## src/rtl/button_pkg.sv

```systemverilog
// button_pkg: shared constants and arbiter state encoding for the button event arbiter.
package button_pkg;
  localparam logic EV_RELEASE = 1'b0;
  localparam logic EV_PRESS = 1'b1;
  localparam int DEF_TICK_DIV = 2500;
  localparam int DEF_STABLE_SAMPLES = 4;
  typedef enum logic {IDLE, OFFER} arb_state_e;
endpackage

```

## src/rtl/button_filter.sv

```systemverilog
// button_filter: per-button synchroniser, tick-sampled stability counter and pending event slot.
module button_filter
  import button_pkg::*;
#(
  parameter int STABLE_SAMPLES = DEF_STABLE_SAMPLES
) (
  input  logic clk,
  input  logic reset,
  input  logic raw,
  input  logic tick,
  input  logic clear,
  output logic state,
  output logic pending,
  output logic dir,
  output logic ovf_set
);
  localparam int CW = $clog2(STABLE_SAMPLES);
  logic [1:0] sync_q, sync_d;
  logic [CW-1:0] cnt_q, cnt_d;
  logic state_q, state_d, pending_q, pending_d, dir_q, dir_d, edge_det;
  always_comb begin
    sync_d = {sync_q[0], raw};
    edge_det = tick && (sync_q[1] != state_q) && (cnt_q == CW'(STABLE_SAMPLES - 1));
    cnt_d = !tick ? cnt_q : (sync_q[1] == state_q || edge_det) ? '0 : cnt_q + 1'b1;
    state_d = edge_det ? sync_q[1] : state_q;
    dir_d = edge_det ? sync_q[1] : dir_q;
    // A new edge beats a same-cycle grant clear, and only counts as overflow if not being granted
    pending_d = edge_det ? 1'b1 : clear ? 1'b0 : pending_q;
    ovf_set = edge_det && pending_q && !clear;
  end
  always_ff @(posedge clk) begin
    if (reset) begin
      sync_q <= '0;
      cnt_q <= '0;
      state_q <= 1'b0;
      pending_q <= 1'b0;
      dir_q <= 1'b0;
    end else begin
      sync_q <= sync_d;
      cnt_q <= cnt_d;
      state_q <= state_d;
      pending_q <= pending_d;
      dir_q <= dir_d;
    end
  end
  assign state = state_q;
  assign pending = pending_q;
  assign dir = dir_q;
endmodule

```

## src/rtl/button_event_arbiter.sv

```systemverilog
// button_event_arbiter: debounces N buttons on a shared sample tick and serialises
// press/release events round-robin onto one valid/ready port.
module button_event_arbiter
  import button_pkg::*;
#(
  parameter int N_BUTTONS = 4,
  parameter int TICK_DIV = DEF_TICK_DIV,
  parameter int STABLE_SAMPLES = DEF_STABLE_SAMPLES
) (
  input  logic                         clk,
  input  logic                         reset,
  input  logic [N_BUTTONS-1:0]         button,
  output logic                         event_valid,
  input  logic                         event_ready,
  output logic [$clog2(N_BUTTONS)-1:0] event_id,
  output logic                         event_press,
  output logic [N_BUTTONS-1:0]         button_state,
  output logic                         overflow
);
  localparam int PW = $clog2(TICK_DIV);
  localparam int IW = $clog2(N_BUTTONS);
  logic [PW-1:0] pre_q, pre_d;
  logic tick;
  logic [N_BUTTONS-1:0] pending, dir, ovf_set, clear;
  arb_state_e state_q, state_d;
  logic [IW-1:0] rr_ptr_q, rr_ptr_d, id_q, id_d, sel, idx;
  logic valid_q, valid_d, press_q, press_d, overflow_q, overflow_d, found;
  for (genvar g = 0; g < N_BUTTONS; g++) begin : g_filt
    button_filter #(.STABLE_SAMPLES(STABLE_SAMPLES)) u_filter (
      .clk(clk), .reset(reset), .raw(button[g]), .tick(tick), .clear(clear[g]),
      .state(button_state[g]), .pending(pending[g]), .dir(dir[g]), .ovf_set(ovf_set[g])
    );
  end
  always_comb begin
    tick = (pre_q == PW'(TICK_DIV - 1));
    pre_d = tick ? '0 : pre_q + 1'b1;
    overflow_d = overflow_q | (|ovf_set);
    found = 1'b0;
    sel = '0;
    idx = '0;
    // Scan downward so the closest pending index at or above rr_ptr is the one kept
    for (int k = N_BUTTONS - 1; k >= 0; k--) begin
      idx = IW'((int'(rr_ptr_q) + k) % N_BUTTONS);
      if (pending[idx]) begin
        found = 1'b1;
        sel = idx;
      end
    end
    state_d = state_q;
    valid_d = valid_q;
    id_d = id_q;
    press_d = press_q;
    rr_ptr_d = rr_ptr_q;
    clear = '0;
    if (state_q == IDLE && found) begin
      clear[sel] = 1'b1;
      id_d = sel;
      press_d = dir[sel];
      valid_d = 1'b1;
      state_d = OFFER;
    end else if (state_q == OFFER && event_ready) begin
      valid_d = 1'b0;
      rr_ptr_d = (id_q == IW'(N_BUTTONS - 1)) ? '0 : id_q + 1'b1;
      state_d = IDLE;
    end
  end
  always_ff @(posedge clk) begin
    if (reset) begin
      pre_q <= '0;
      state_q <= IDLE;
      rr_ptr_q <= '0;
      id_q <= '0;
      press_q <= 1'b0;
      valid_q <= 1'b0;
      overflow_q <= 1'b0;
    end else begin
      pre_q <= pre_d;
      state_q <= state_d;
      rr_ptr_q <= rr_ptr_d;
      id_q <= id_d;
      press_q <= press_d;
      valid_q <= valid_d;
      overflow_q <= overflow_d;
    end
  end
  assign event_valid = valid_q;
  assign event_id = id_q;
  assign event_press = press_q;
  assign overflow = overflow_q;
endmodule

```

## config.mk

```make
export PLATFORM = sky130hd
export DESIGN_NAME = button_event_arbiter
export DESIGN_NICKNAME = d
export VERILOG_FILES = /design/src/rtl/button_pkg.sv /design/src/rtl/button_filter.sv /design/src/rtl/button_event_arbiter.sv
export SDC_FILE = /design/constraint.sdc
export NUM_CORES = 1
export LEC_CHECK = 0
export ABC_AREA = 1
export CELL_PAD_IN_SITES_DETAIL_PLACEMENT = 0
export CELL_PAD_IN_SITES_GLOBAL_PLACEMENT = 1
export CORE_MARGIN = 4
export CORE_UTILIZATION = 25
export DETAILED_ROUTE_END_ITERATION = 6
export GPL_TIMING_DRIVEN = 0
export PLACE_DENSITY_LB_ADDON = 0.12
export SLEW_MARGIN = 20
export SYNTH_ARGS = -nofsm -noshare
export SYNTH_HDL_FRONTEND = slang
export SYNTH_HIERARCHICAL = 1
export SYNTH_SLANG_ARGS = --single-unit
```

## constraint.sdc

```tcl
create_clock -name clk -period 2.8 [get_ports clk]
set_clock_uncertainty 0.2 [all_clocks]
set_input_delay 0.56 -clock clk [delete_from_list [all_inputs] [get_ports clk]]
set_output_delay 0.56 -clock clk [all_outputs]
set_load 0.01 [all_outputs]
```

==> impl_results.md <==
* Leakage power at around 1 nW
* DR pass1 iterations at 4
* Largest net degree at the start of global routing at 25
* CP max stage cell: or4_4
* # setup viols final at 0
* CP max FO at 10
* Mapped Nets at between 300 and 400
* Area contributors post-synth: dfxtp_1 (40%), nand2_1 (11%), inv_1 (10%), nor2_1 (5.1%), a21oi_1 (4.2%)
* Die ar. at 0.01015 mm²
* FF+latch count, synth at 43
* Num CTS Buffers at 5
* Peak supply drop at 0.1478 mV
* Util after Layout at 30.56%
* Root buf cell: clkbuf_8
* Worst-Skew Late Latency at 290 ps
* Avg Inst Size Synth at 7.006 µm²
* CP endpoint kind: flip-flop
* Hold Fails Final Rpt at 0
* Tightest Hold Check Type: flip-flop to flip-flop
* Met1 Use GR at 12.09%
* Status: completed
* Startpoint class of the critical path: flip-flop
* Vias in the first global route at 1685
* Clock-pin slew on the worst setup and hold paths at approximately 80 ps
* Fin nets at 344
* Post-detailed-route count of antenna-violating nets at 0
* Crit path arrival time at ~2600 ps
* Area growth syn-to-layout at 17.92%
* Post-DP HPWL at 3346 µm
* Post-Synth Adder-Cell Area at 3.490%
* Power Dens Cells at 469.5 mW/mm²
* Hold_buf cts at 0
* Post-synthesis mux area share at 0%
* Period Utilization, post-route at 91.34%
* Slew at the pin with the worst max-slew slack at 595.8 ps
* Setup CP Type: flip-flop to flip-flop
* Placed Cells incl. Taps at ~430
* Register area share after synthesis at 40.02%
* Ys Warns at 6
* 1st-iter DRT viols at 49
* Yosys top cell area share at 40.02%
* # H-tree levels at 2
* Layout cells sized above 1 at 16.27%
* IO Port Bufs at 15
* RSZ-0062 raised after global routing: no
* Global-route wire length before repair at 7755 µm
* GP Congestion at between 0.7 and 0.8
* Synth cell types at 28
* Main combinational cell family by area after synthesis: simple AND/OR/NAND/NOR gates
* Max-cap violations at 0
* Fin crit period at 2558 ps
* Clock sinks at 43
* Final Non-Filler Cells at ~440
* Antenna cell count at 0
* Mapped Area at 0.002151 mm²
* Critical Path Max Stage Delay at 510 ps
* Met3 Usage GRT at 2.353%
* Die Span Y at 100.8 µm
* CTS tree: built
* Initial antenna violation count at 0
* CP Cell Sequence: buf_6 -> nand2_2 -> o21ai_1 -> nand2_1 -> nand3_2 -> nand2_1 -> nand2_2 -> nand2_2 -> inv_2 -> nand2_1 -> a21oi_2 -> inv_1 -> nand2_1 -> nor2_1 -> or4_4 -> o21ai_2 -> inv_1
* Vias at 1800
* Initial Util at ~26%
* Per-cell routed wire length at 10.13 µm
* Chip width at 100.8 µm
* Total core area at 0.008299 mm²
* Critical Path RT at ~2800 ps
* Critical path's top delay family: simple AND/OR/NAND/NOR gates
* DR vias/cell at 4.119
* Drt total wl at 4426 µm
* Gr ovfl total at 0
* Synthesized instance count at 307
* Tot GR Track Use at 9.575%
* XOR/XNOR Fraction of Synth Area at less than 1%
* Cell taking the most area after synthesis: dfxtp_1
* Achievable Freq at 391.0 MHz
* Compound-cell area share of the yosys netlist at 12.22%
* Max clock buf depth at 2
* # DRC at 0
* GR peak layer: met2
* Buf/Inv on CP at 4
* Slew HR at 60.28%
* Most frequent CP cell: nand2_1
* Row cnt at 33
* GR Layer Usage met2 at 15.65%
* Slew Limit Fails at 0
* Post-synthesis simple-gate area fraction at 30.19%
* I/O pins at 16
placed cells by master (no fill, tap or decap), types with 2 or more instances in the layout:
cell type        instances
nand2_1                 63
inv_1                   57
dfxtp_1                 42
nor2_1                  29
a21oi_1                 18
clkdlybuf4s50_1         14
nand3_1                 13
nand2_2                 11
a21oi_2                  9
o21ai_0                  9
nor2_2                   8
o21ai_1                  6
nor3_1                   6
ha_1                     6
clkbuf_8                 5
buf_4                    5
inv_2                    4
clkinv_1                 4
nand4_1                  3
nand3_2                  2
clkbuf_1                 2
buf_2                    2
sequential cells by signal (all words and copies together) (netlist names):
name / flops
pre_q: 12
g_filt.u_filter/cnt_q: 8
g_filt.u_filter/sync_q: 8
g_filt.u_filter/pending: 4
g_filt.u_filter/state: 3
event_id: 2
rr_ptr_q: 2
event_press: 1
event_valid: 1
g_filt.u_filter/dir: 1
overflow: 1
Yosys cell counts (all sizes together):
cell type  number
nand2          74
inv            61
dfxtp          43
nor2           37
a21oi          27
nand3          16
o21ai          16
ha              6
nor3            6
buf             5
clkinv          4
nand4           3
nor4            2
a31oi           1
nand3b          1
o21bai          1
or2             1
or4             1
xnor2           1
xor2            1
report_power, final:
part | switching (mW) | leakage (nW) | internal (mW)
combinational | 0.0916 | 0.609 | 0.0631
clock | 0.210 | 0.0422 | 0.175
sequential | 0.0169 | 0.350 | 0.634
tightest hold or removal path, cell delays in order, from the launching register on:
cell and delay (ps):
dfxtp_1 300, inv_1 40, nor2_1 30
cell families (layout without fill, tap and decap cells):
| logic type | Yosys count | after routing |
|---|---|---|
| buffers and inverters | 70 | 95 |
| adders and majority gates | 6 | 6 |
| AOI/OAI and AO/OA | 45 | 45 |
| xor gates and xnor gates | 2 | 2 |
| DFF | 43 | 43 |
| and+or+nand+nor | 141 | 141 |
stage by stage:
stage | setup slack (ps) | total power, mW | setup TNS (ps) | cell area, µm² | hold slack, ps
floorplan | 435.5 | 0.7624 | 0 | 2151 | 188.3
global placement | -325.1 | 0.8254 | -4359 | 2432 | 192.2
detailed placement | 136.6 | 0.8225 | 0 | 2439 | 192.2
CTS | 113.5 | 1.218 | 0 | 2520 | 203.6
global route | 24.73 | 1.264 | 0 | 2536 | 225.4
finish | 242.5 | 1.191 | 0 | 2536 | 203.7
path summary, 6_finish.rpt:
check / startpoint / endpoint / slack, ps / cells after the start
worst max register to register: rr_ptr_q[0] / overflow / 240 / 17
worst max-delay path: rr_ptr_q[0] / overflow / 240 / 17
worst min register to register: g_filt[0].u_filter/sync_q[0] / g_filt[0].u_filter/sync_q[1] / 200 / 2
worst min-delay path: g_filt[0].u_filter/sync_q[0] / g_filt[0].u_filter/sync_q[1] / 200 / 2
layout make-up:
type / count / area [µm²]
timing repair buffer: 17 / 157.7
sequential: 43 / 862.1
tap: 105 / 131.4
clock buffer: 7 / 76.32
inverter: 65 / 244.0
fill: 916 / 5763
clock inverter: 1 / 5.005
buffer: 5 / 41.29
multi-input combinational: 194 / 1018
layer usage:
layer	up-vias	wire, µm
met3	6	146
met4	0	70
li1	992	-
met5	-	0
met1	784	2144
met2	18	2064
what timing repair did:
item | CTS | global route
buffers inserted | 0 | 1
resized for setup | 0 | 5
setup endpoints to repair | 0 | 1
Note: power is estimated with default switching activity, not from simulation.
